**config.mk**
```make
export PLATFORM = sky130hd
export DESIGN_NAME = seg7_scan_mux
export DESIGN_NICKNAME = d
export VERILOG_FILES = /design/src/rtl/seg7_scan_mux.sv
export SDC_FILE = /design/constraint.sdc
export NUM_CORES = 1
export LEC_CHECK = 0
export BUFFER_PORTS_ARGS = -buffer_cell sky130_fd_sc_hd__buf_4
export CAP_MARGIN = 20
export CORE_MARGIN = 3
export CORE_UTILIZATION = 57
export DETAILED_ROUTE_END_ITERATION = 12
export GPL_TIMING_DRIVEN = 0
export PLACE_DENSITY_LB_ADDON = 0.08
export SLEW_MARGIN = 30
export SYNTH_ARGS = -nofsm -noshare
export SYNTH_HDL_FRONTEND = slang
export SYNTH_SLANG_ARGS = --single-unit
```
**constraint.sdc**
```tcl
create_clock -name clk -period 2.26 [get_ports clk]
set_input_delay 0.452 -clock clk [delete_from_list [all_inputs] [get_ports clk]]
set_output_delay 0.452 -clock clk [all_outputs]
set_load 0.05 [all_outputs]
```
**src/rtl/seg7_scan_mux.sv**
```systemverilog
// Four-digit multiplexed 7-segment driver for the stopwatch mm:ss BCD bus.
// Shadow capture is frame-aligned, outputs are registered with polarity applied.
module seg7_scan_mux #(
  parameter int SCAN_DIV    = 50000,
  parameter int BLANK_CYC   = 500,
  parameter bit DIG_ACT_LOW = 1'b1,
  parameter bit SEG_ACT_LOW = 1'b1
) (
  input  logic        clk,
  input  logic        rst,
  input  logic        en,
  input  logic [15:0] bcd_num,
  input  logic [3:0]  dp_mask,
  input  logic        lz_blank,
  output logic [3:0]  dig,
  output logic [6:0]  seg,
  output logic        dp,
  output logic        frame_tick
);

  localparam int DW = (SCAN_DIV > 1) ? $clog2(SCAN_DIV) : 1;
  localparam logic [DW-1:0] DIV_MAX = DW'(SCAN_DIV - 1);
  localparam logic [DW-1:0] BLANK   = DW'(BLANK_CYC);
  localparam logic [3:0] DIG_INV = DIG_ACT_LOW ? 4'hF : 4'h0;
  localparam logic [6:0] SEG_INV = SEG_ACT_LOW ? 7'h7F : 7'h00;
  localparam logic       DP_INV  = SEG_ACT_LOW;

  logic [DW-1:0] div_q, div_d;
  logic [1:0]    idx_q, idx_d;
  logic [15:0]   samp_a_q, samp_b_q, shadow_q, shadow_d;
  logic [3:0]    dig_q, dig_d;
  logic [6:0]    seg_q, seg_d;
  logic          dp_q, dp_d;
  logic          tick_q;

  logic          div_wrap, frame_end;
  logic [3:0]    nib;
  logic          blanked, act;
  logic [6:0]    seg_a;
  logic          z3, z2, z1;

  assign div_wrap  = (div_q == DIV_MAX);
  assign frame_end = div_wrap && (idx_q == 2'd3);

  assign z3 = (shadow_q[15:12] == 4'd0);
  assign z2 = (shadow_q[11:8]  == 4'd0);
  assign z1 = (shadow_q[7:4]   == 4'd0);

  always_comb begin
    div_d    = div_wrap ? '0 : div_q + DW'(1);
    idx_d    = div_wrap ? idx_q + 2'd1 : idx_q;
    shadow_d = shadow_q;
    // Only accept a value that held steady across both sample stages.
    if (frame_end && (samp_a_q == samp_b_q))
      shadow_d = samp_b_q;
  end

  always_comb begin
    nib = shadow_q[{idx_q, 2'b00} +: 4];
    blanked = 1'b0;
    if (lz_blank) begin
      unique case (idx_q)
        2'd3:    blanked = z3;
        2'd2:    blanked = z3 && z2;
        2'd1:    blanked = z3 && z2 && z1;
        default: blanked = 1'b0;
      endcase
    end
  end

  always_comb begin
    unique case (nib)
      4'd0:    seg_a = 7'h3F;
      4'd1:    seg_a = 7'h06;
      4'd2:    seg_a = 7'h5B;
      4'd3:    seg_a = 7'h4F;
      4'd4:    seg_a = 7'h66;
      4'd5:    seg_a = 7'h6D;
      4'd6:    seg_a = 7'h7D;
      4'd7:    seg_a = 7'h07;
      4'd8:    seg_a = 7'h7F;
      4'd9:    seg_a = 7'h6F;
      default: seg_a = 7'h40;
    endcase
  end

  always_comb begin
    act   = en && (div_q >= BLANK) && !blanked;
    dig_d = DIG_INV;
    seg_d = SEG_INV;
    dp_d  = DP_INV;
    if (act) begin
      dig_d = (4'b0001 << idx_q) ^ DIG_INV;
      seg_d = seg_a ^ SEG_INV;
      dp_d  = dp_mask[idx_q] ^ DP_INV;
    end
  end

  always_ff @(posedge clk) begin
    if (rst) begin
      div_q    <= '0;
      idx_q    <= 2'd0;
      samp_a_q <= 16'h0000;
      samp_b_q <= 16'h0000;
      shadow_q <= 16'h0000;
      dig_q    <= DIG_INV;
      seg_q    <= SEG_INV;
      dp_q     <= DP_INV;
      tick_q   <= 1'b0;
    end else begin
      div_q    <= div_d;
      idx_q    <= idx_d;
      samp_a_q <= bcd_num;
      samp_b_q <= samp_a_q;
      shadow_q <= shadow_d;
      dig_q    <= dig_d;
      seg_q    <= seg_d;
      dp_q     <= dp_d;
      tick_q   <= frame_end;
    end
  end

  assign dig        = dig_q;
  assign seg        = seg_q;
  assign dp         = dp_q;
  assign frame_tick = tick_q;

endmodule
```
==> key figures, run 1 <==
Global routing
  – Largest net degree at the start of global routing: 13
  – Total track usage: between 10% and 20%
  – Gr ovfl total: 0
  – First-pass GRT wire length: around 9.8 mm
  – Vias in the first global route: 2242
  – Initial antenna violation count: 0

Detailed routing
  – Wire length per cell after detailed routing: 12.76 um
  – DRT antenna net count: 0
  – DRC: 0
  – Total Routed Length: approximately 5.7 mm
  – Via/cell ratio: ~5.2
  – Router iterations before antenna repair: 4
  – Total number of vias: 2347
  – Iteration-0 DRC Markers: 66

Synth
  – Top area cells in the synthesized netlist: dfxtp_1 50%, nor2b_1 6.7%, xor2_1 6.1%, ha_1 5.1%, nand3_1 4.3%
  – Synth async-reset ratio: 0%
  – Post-Syn Nets: 361
  – Post-synth top area cell: dfxtp_1
  – Syn Inst Count: 324
  – EDFF count, synth: 0
  – Main synth FF type: dfxtp_1
  – Post-synth top area share: 49.90%
  – Synth cell types: 34
  – Post-synthesis instance area: 3169 um2
  – Synthesis Warnings: 0
  – Register bit total from synthesis: roughly 80
  – Syn_area_per_cell: roughly 10 um2
  – Sequential share of the synthesized area: 49.90%

Die
  – Total die area: 6491 um2
  – I/O pins: 37
  – Die Span Y: 80.57 um
  – Rows: 26
  – Die width: a little over 80 um
  – Core Area: 5238 um2
  – Starting Density: between 60% and 70%

CTS
  – Clock slew at reported path FFs: 0.07 ns
  – Worst skew pair latency: 0.35 ns
  – Clk sinks: between 70 and 80
  – CTS Buffer Depth: 2
  – Root buf cell: clkbuf_8
  – H-tree levels: 3
  – CTS tree: built
  – TritonCTS Buffers: 9

Setup path
  – CP Capture Type: register
  – CP startpoint kind: register
  – Reg2Reg Setup Slack: 0.12 ns
  – Worst Setup EP: shadow_q[14]$_SDFFE_PP0P_
  – Crit. Startpoint: div_q[7]$_SDFF_PP0_
  – WP data required: 2.55 ns
  – CP arrival: 2.42 ns
  – Worst R2R Start: div_q[7]$_SDFF_PP0_
  – R2R Path End: shadow_q[14]$_SDFFE_PP0P_
  – WS Path Type: reg -> reg
  – R2R cell count: 8
  – Crit path max fanout: 10

Outcome
  – Status: finished clean

Pwr
  – Sequential share of power: between 50 and 60%
  – Logic pwr share: 4.0%
  – P_leak: 0.001494 uW
  – Maximum vdd drop: 0.5192 mV
  – Net Sw Frac: 20.27%
  – Clk pwr share: 42.7%
  – Sw Pwr: 550.6 uW
  – Pwr Density: 713.5 nW/um2
  – Internal power: 2166 uW

Timing
  – Slew HR: 64.98%
  – Final Max Tran Viols: 0
  – F_max: 468.0 MHz
  – Least-Margin Pin Slew: 0.5199 ns
  – Final period util: 94.55%
  – Setup Viol. Count Final: 0
  – Post-layout min period: 2.137 ns
  – Final Skew: 0.005843 ns
  – Final hold viol count: 0
  – Setup TNS after final layout: 0 ns

Hold path
  – Hold path cells: 2
  – Worst hold path type: in -> reg

Placed design
  – HPWL Detailed: between 4 and 5 mm
  – Port Buf Inserts: 35
  – GP Congestion: 0.7852

Final layout
  – P&R area growth vs syn: 20.13%
  – Util after Layout: ~73%
  – Nets: 411
  – Share of cells above drive strength 1: 20.84%
  – ANT cells: 0

Job
  – Max Cap Viol: 0
[critical path: stages, from the launching register on]
cell and delay [ns]:
dfxtp_2 0.34, or4bb_4 0.55, nor4_4 0.38, buf_4 0.18
and2_1 0.15, buf_6 0.11, buf_8 0.11, nand3_1 0.10
a21oi_1 0.15
[through the flow]
stage	cell area, um2	power, uW	cells	setup WS [ns]	hold WS, ns
global placement	3520	1583	429	-0.01150	0.4582
detailed placement	3520	1587	429	-0.07720	0.4664
finish	3807	2717	449	0.1231	0.3020
floorplan	3169	1538	324	0.3163	0.4418
global route	3807	2809	449	-0.008735	0.3110
CTS	3745	2731	445	0.02427	0.3032
[power by group through the flow]
stage	Clock (uW)	Combinational (uW)	Sequential (uW)
after global placement	0	106	1480
final	1160	110	1450
after detailed placement	0	108	1480
after CTS	1180	109	1450
after global routing	1230	125	1450
after floorplan	0	65.8	1470
[what timing repair did]
| item | 4_1_cts | 5_1_grt |
|---|---|---|
| pin swaps | 0 | 2 |
| gates resized for setup | 1 | 13 |
| hold buffers | 0 | 0 |
| setup buffers | 0 | 4 |
| endpoints found under the setup margin | 10 | 20 |
[per-layer routing]
layer | up-vias | GRT usage [%] | routed length (um)
li1 | 1191 | - | -
met1 | 1104 | 25.00 | 2659
met2 | 42 | 31.37 | 2722
met3 | 10 | 3.700 | 249
met4 | 0 | 9.628 | 96
met5 | - | 0 | 0
[Yosys cell counts, types with 2 or more instances]
master and number:
mux4_2 5, xor2_1 22, nor2_1 27, nor2b_1 34, nand3_1 27, o21ai_0 20, nor4_1 8, nand4_1 3
clkbuf_1 12, o21bai_1 2, xnor2_1 9, or4_1 2, inv_1 10, buf_2 2, a21oi_1 17, nor3_1 3
ha_1 13, dfxtp_1 79, nand2_1 13, o211ai_1 2
[kinds of logic (layout without fill, tap and decap cells)]
kind of cell / Yosys count / count (layout) / synth area share, %
and+or+nand+nor: 126 / 126 / 21.63
DFF: 79 / 79 / 49.90
AOI/OAI and AO/OA: 42 / 42 / 6.988
xor gates and xnor gates: 31 / 31 / 8.567
buffers and inverters: 27 / 82 / 3.908
adders and majority gates: 13 / 13 / 5.132
muxes: 6 / 6 / 3.869
[state kept, by name (all words and copies together), names as in the netlist]
name	cells
div_q	16
samp_a_q	16
samp_b_q	16
shadow_q	16
seg	7
dig	4
idx_q	2
dp	1
frame_tick	1
[area by class of cell]
| type | count | area [um2] |
|---|---|---|
| timing repair buffer | 39 | 292.8 |
| sequential | 79 | 1588 |
| inverter | 10 | 37.54 |
| buffer | 17 | 88.84 |
| clock inverter | 3 | 65.06 |
| multi-input combinational | 218 | 1489 |
| tap | 70 | 87.58 |
| fill | 415 | 1430 |
| clock buffer | 13 | 158.9 |
[cells in the final DEF (no fill, tap or decap), types with 5 or more instances in the layout]
master	Yosys	final
inv_1	10	10
dfxtp_1	79	74
buf_4	0	39
nor4_1	8	7
nor2_1	27	27
xnor2_1	9	9
nand2_1	13	12
mux4_2	5	5
nand3_1	27	26
clkbuf_8	0	11
clkbuf_1	12	12
dfxtp_2	0	5
o21ai_0	20	20
nor2b_1	34	34
ha_1	13	13
xor2_1	22	22
a21oi_1	17	15
[how the worst min path moves through the flow]
| stage | startpoint | end | slack, ns |
|---|---|---|---|
| 2_1_floorplan | div_q[0]$_SDFF_PP0_ | div_q[0]$_SDFF_PP0_ | 0.44 |
| 3_3_place_gp | div_q[0]$_SDFF_PP0_ | div_q[0]$_SDFF_PP0_ | 0.46 |
| 3_5_place_dp | shadow_q[3]$_SDFFE_PP0P_ | shadow_q[3]$_SDFFE_PP0P_ | 0.47 |
| 4_1_cts | bcd_num[8] | samp_a_q[8]$_SDFF_PP0_ | 0.30 |
| 5_1_grt | bcd_num[2] | samp_a_q[2]$_SDFF_PP0_ | 0.31 |
| 6_report | bcd_num[8] | samp_a_q[8]$_SDFF_PP0_ | 0.30 |
Power figures use the tool's default switching activity.
==> run 2: changes to the inputs <==
--- a/config.mk
+++ b/config.mk
@@ -8,7 +8,7 @@
 export BUFFER_PORTS_ARGS = -buffer_cell sky130_fd_sc_hd__buf_4
 export CAP_MARGIN = 20
 export CORE_MARGIN = 3
-export CORE_UTILIZATION = 57
+export CORE_UTILIZATION = 55
 export DETAILED_ROUTE_END_ITERATION = 12
 export GPL_TIMING_DRIVEN = 0
 export PLACE_DENSITY_LB_ADDON = 0.08
==> run 2 against run 1 <==
- die area grew 3.4%
- count of clock-buffer cells in the layout shrank 1
- combinational power is essentially flat
- sequential cell count is the same
- clock power shrank 6%
- non-clock buffer count shrank 2
- utilization shrank 4.8 points
- critical endpoint unchanged
- first-iteration DRC count grew 50%
- cell count is the same
- wire length grew 2.8%
- total power shrank 2.4%
==> key figures, run 2 (synthesis results as in run 1) <==
CTS
  – Root buf cell: clkbuf_8
  – CTS Buffer Depth: 2
  – CTS tree: built
  – TritonCTS Buffers: 9
  – H-tree levels: 3
  – Worst skew pair latency: 0.34 ns
  – CTS Hold Bufs: 0
  – Clk sinks: 79
  – Clock slew at reported path FFs: 0.08 ns

Pwr
  – Internal power: 2104 uW
  – Sw Pwr: roughly 550 uW
  – Net Sw Frac: 20.65%
  – Sequential share of power: 54.5%
  – Maximum vdd drop: 0.4276 mV
  – P_leak: 0.001473 uW
  – Logic pwr share: 4.2%
  – Clk pwr share: approximately 41%
  – Post-layout total power: 2652 uW
  – Pwr Density: 705.3 nW/um2

Final layout
  – Final Non-Filler Cells: 449
  – Nets: 409
  – ANT cells: 0
  – Multi-input logic area: 1478 um2
  – Share of cells above drive strength 1: a little under a fifth
  – P&R area growth vs syn: 18.63%
  – Most frequent cells in the layout: 79 x dfxtp_1, 37 x buf_4, 34 x nor2b_1, 27 x nor2_1, 26 x nand3_1
  – Reg area: 1582 um2
  – Fillers: 483
  – Most common cell after layout, fill and taps aside: dfxtp_1

Setup path
  – WP data required: 2.53 ns
  – CP peak stage delay: roughly 0.57 ns
  – CP Capture Type: register
  – Reg2Reg Setup Slack: 0.15 ns
  – CP startpoint kind: register
  – Worst R2R Start: div_q[7]$_SDFF_PP0_
  – CP arrival: 2.38 ns
  – CP delay by family, top: simple AND/OR/NAND/NOR gates
  – Crit. Startpoint: div_q[7]$_SDFF_PP0_
  – CP Cell Sequence: or4bb_1 > nor4_4 > and2_1 > buf_6 > buf_8 > nand3_1 > a21oi_1
  – Critical-path top delay cell: or4bb_1
  – Buf/Inv on CP: 2
  – WS Path Type: reg -> reg
  – Crit path max fanout: 10

Placed design
  – Port Buf Inserts: 35
  – GP Congestion: 0.8249
  – HPWL Detailed: 4.362 mm
  – Placed Cells: 431

Global routing
  – GR Util met2: 31.83%
  – First-pass GRT wire length: 9.542 mm
  – Largest net degree at the start of global routing: 13
  – Total track usage: about a fifth
  – Met1 Track Usage GR: a little under a quarter
  – Grt peak-use layer: met2
  – Global Route met3 Usage: 3.289%
  – Initial antenna violation count: 0
  – Vias in the first global route: roughly 2100
  – Gr ovfl total: 0

Timing
  – Final Skew: 0.008433 ns
  – Setup Viol. Count Final: 0
  – Final Max Tran Viols: 0
  – Post-layout min period: about 2.1 ns
  – RSZ-0062 raised after global routing: false
  – Final hold viol count: 0
  – Final period util: 93.27%
  – Slew HR: 65.46%
  – Least-Margin Pin Slew: 0.5126 ns
  – Setup TNS after final layout: 0 ns
  – F_max: 474.4 MHz

Hold path
  – Worst hold path type: in -> reg
  – Worst Min Path Start: bcd_num[15]

Die
  – Core Area: 5540 um2
  – Starting Density: between 50% and 60%
  – Total die area: around 6700 um2
  – I/O pins: 37
  – Rows: 27
  – Die width: 81.91 um
  – Die Span Y: ~82 um

Detailed routing
  – Wire length per cell after detailed routing: roughly 13 um
  – DRT antenna net count: 0
  – Iteration-0 DRC Markers: 99
  – Total Routed Length: 5.888 mm
  – Via/cell ratio: 5.140
  – DRC: 0
  – Router iterations before antenna repair: 4
  – Total number of vias: 2308

Job
  – Max Cap Viol: 0

Outcome
  – Status: finished clean
==> run 2: what timing repair did <==
item	CTS	global route
gates resized for setup	1	7
setup buffers	0	2
endpoints found under the setup margin	10	20
pin swaps	0	1
==> run 2: per-layer routing <==
metal,part of all wire (%),vias up,wire length (um)
li1,-,1182,-
met1,46,1084,2702
met2,49,31,2881
met3,3.0,11,179
met4,2.1,0,125
met5,0,-,0
==> run 2: cell type report <==
type,instances,share of cell area (%)
multi-input combinational,218,39.30
timing repair buffer,37,7.388
tap,72,2.396
inverter,10,0.9983
clock buffer,12,3.594
buffer,17,2.396
sequential,79,42.06
clock inverter,4,1.864
==> run 2: power groups by stage <==
stage          combinational, uW  clock, uW  sequential (uW)
6_report                     111       1090             1450
2_1_floorplan               65.8          0             1470
3_5_place_dp                 110          0             1480
3_3_place_gp                 106          0             1480
5_1_grt                      125       1170             1450
4_1_cts                      111       1110             1450
==> run 2: path summary, 6_finish.rpt <==
kind | cells past startpoint | endpoint
max | 7 | shadow_q[14]$_SDFFE_PP0P_
min | 2 | samp_a_q[15]$_SDFF_PP0_
max reg2reg | 7 | shadow_q[14]$_SDFFE_PP0P_
min reg2reg | 1 | samp_b_q[13]$_SDFF_PP0_
==> run 2: per-stage QoR <==
step           setup slack, ns  hold WS, ns  utilization, %  area, um2
3_3_place_gp          -0.02492       0.4594           63.57       3522
5_1_grt               0.002962       0.3084           67.86       3760
2_1_floorplan           0.3163       0.4418               -       3169
6_report                0.1522       0.3134           67.86       3760
3_5_place_dp          -0.07090       0.4693           63.57       3522
4_1_cts                0.04097       0.3047           67.30       3729
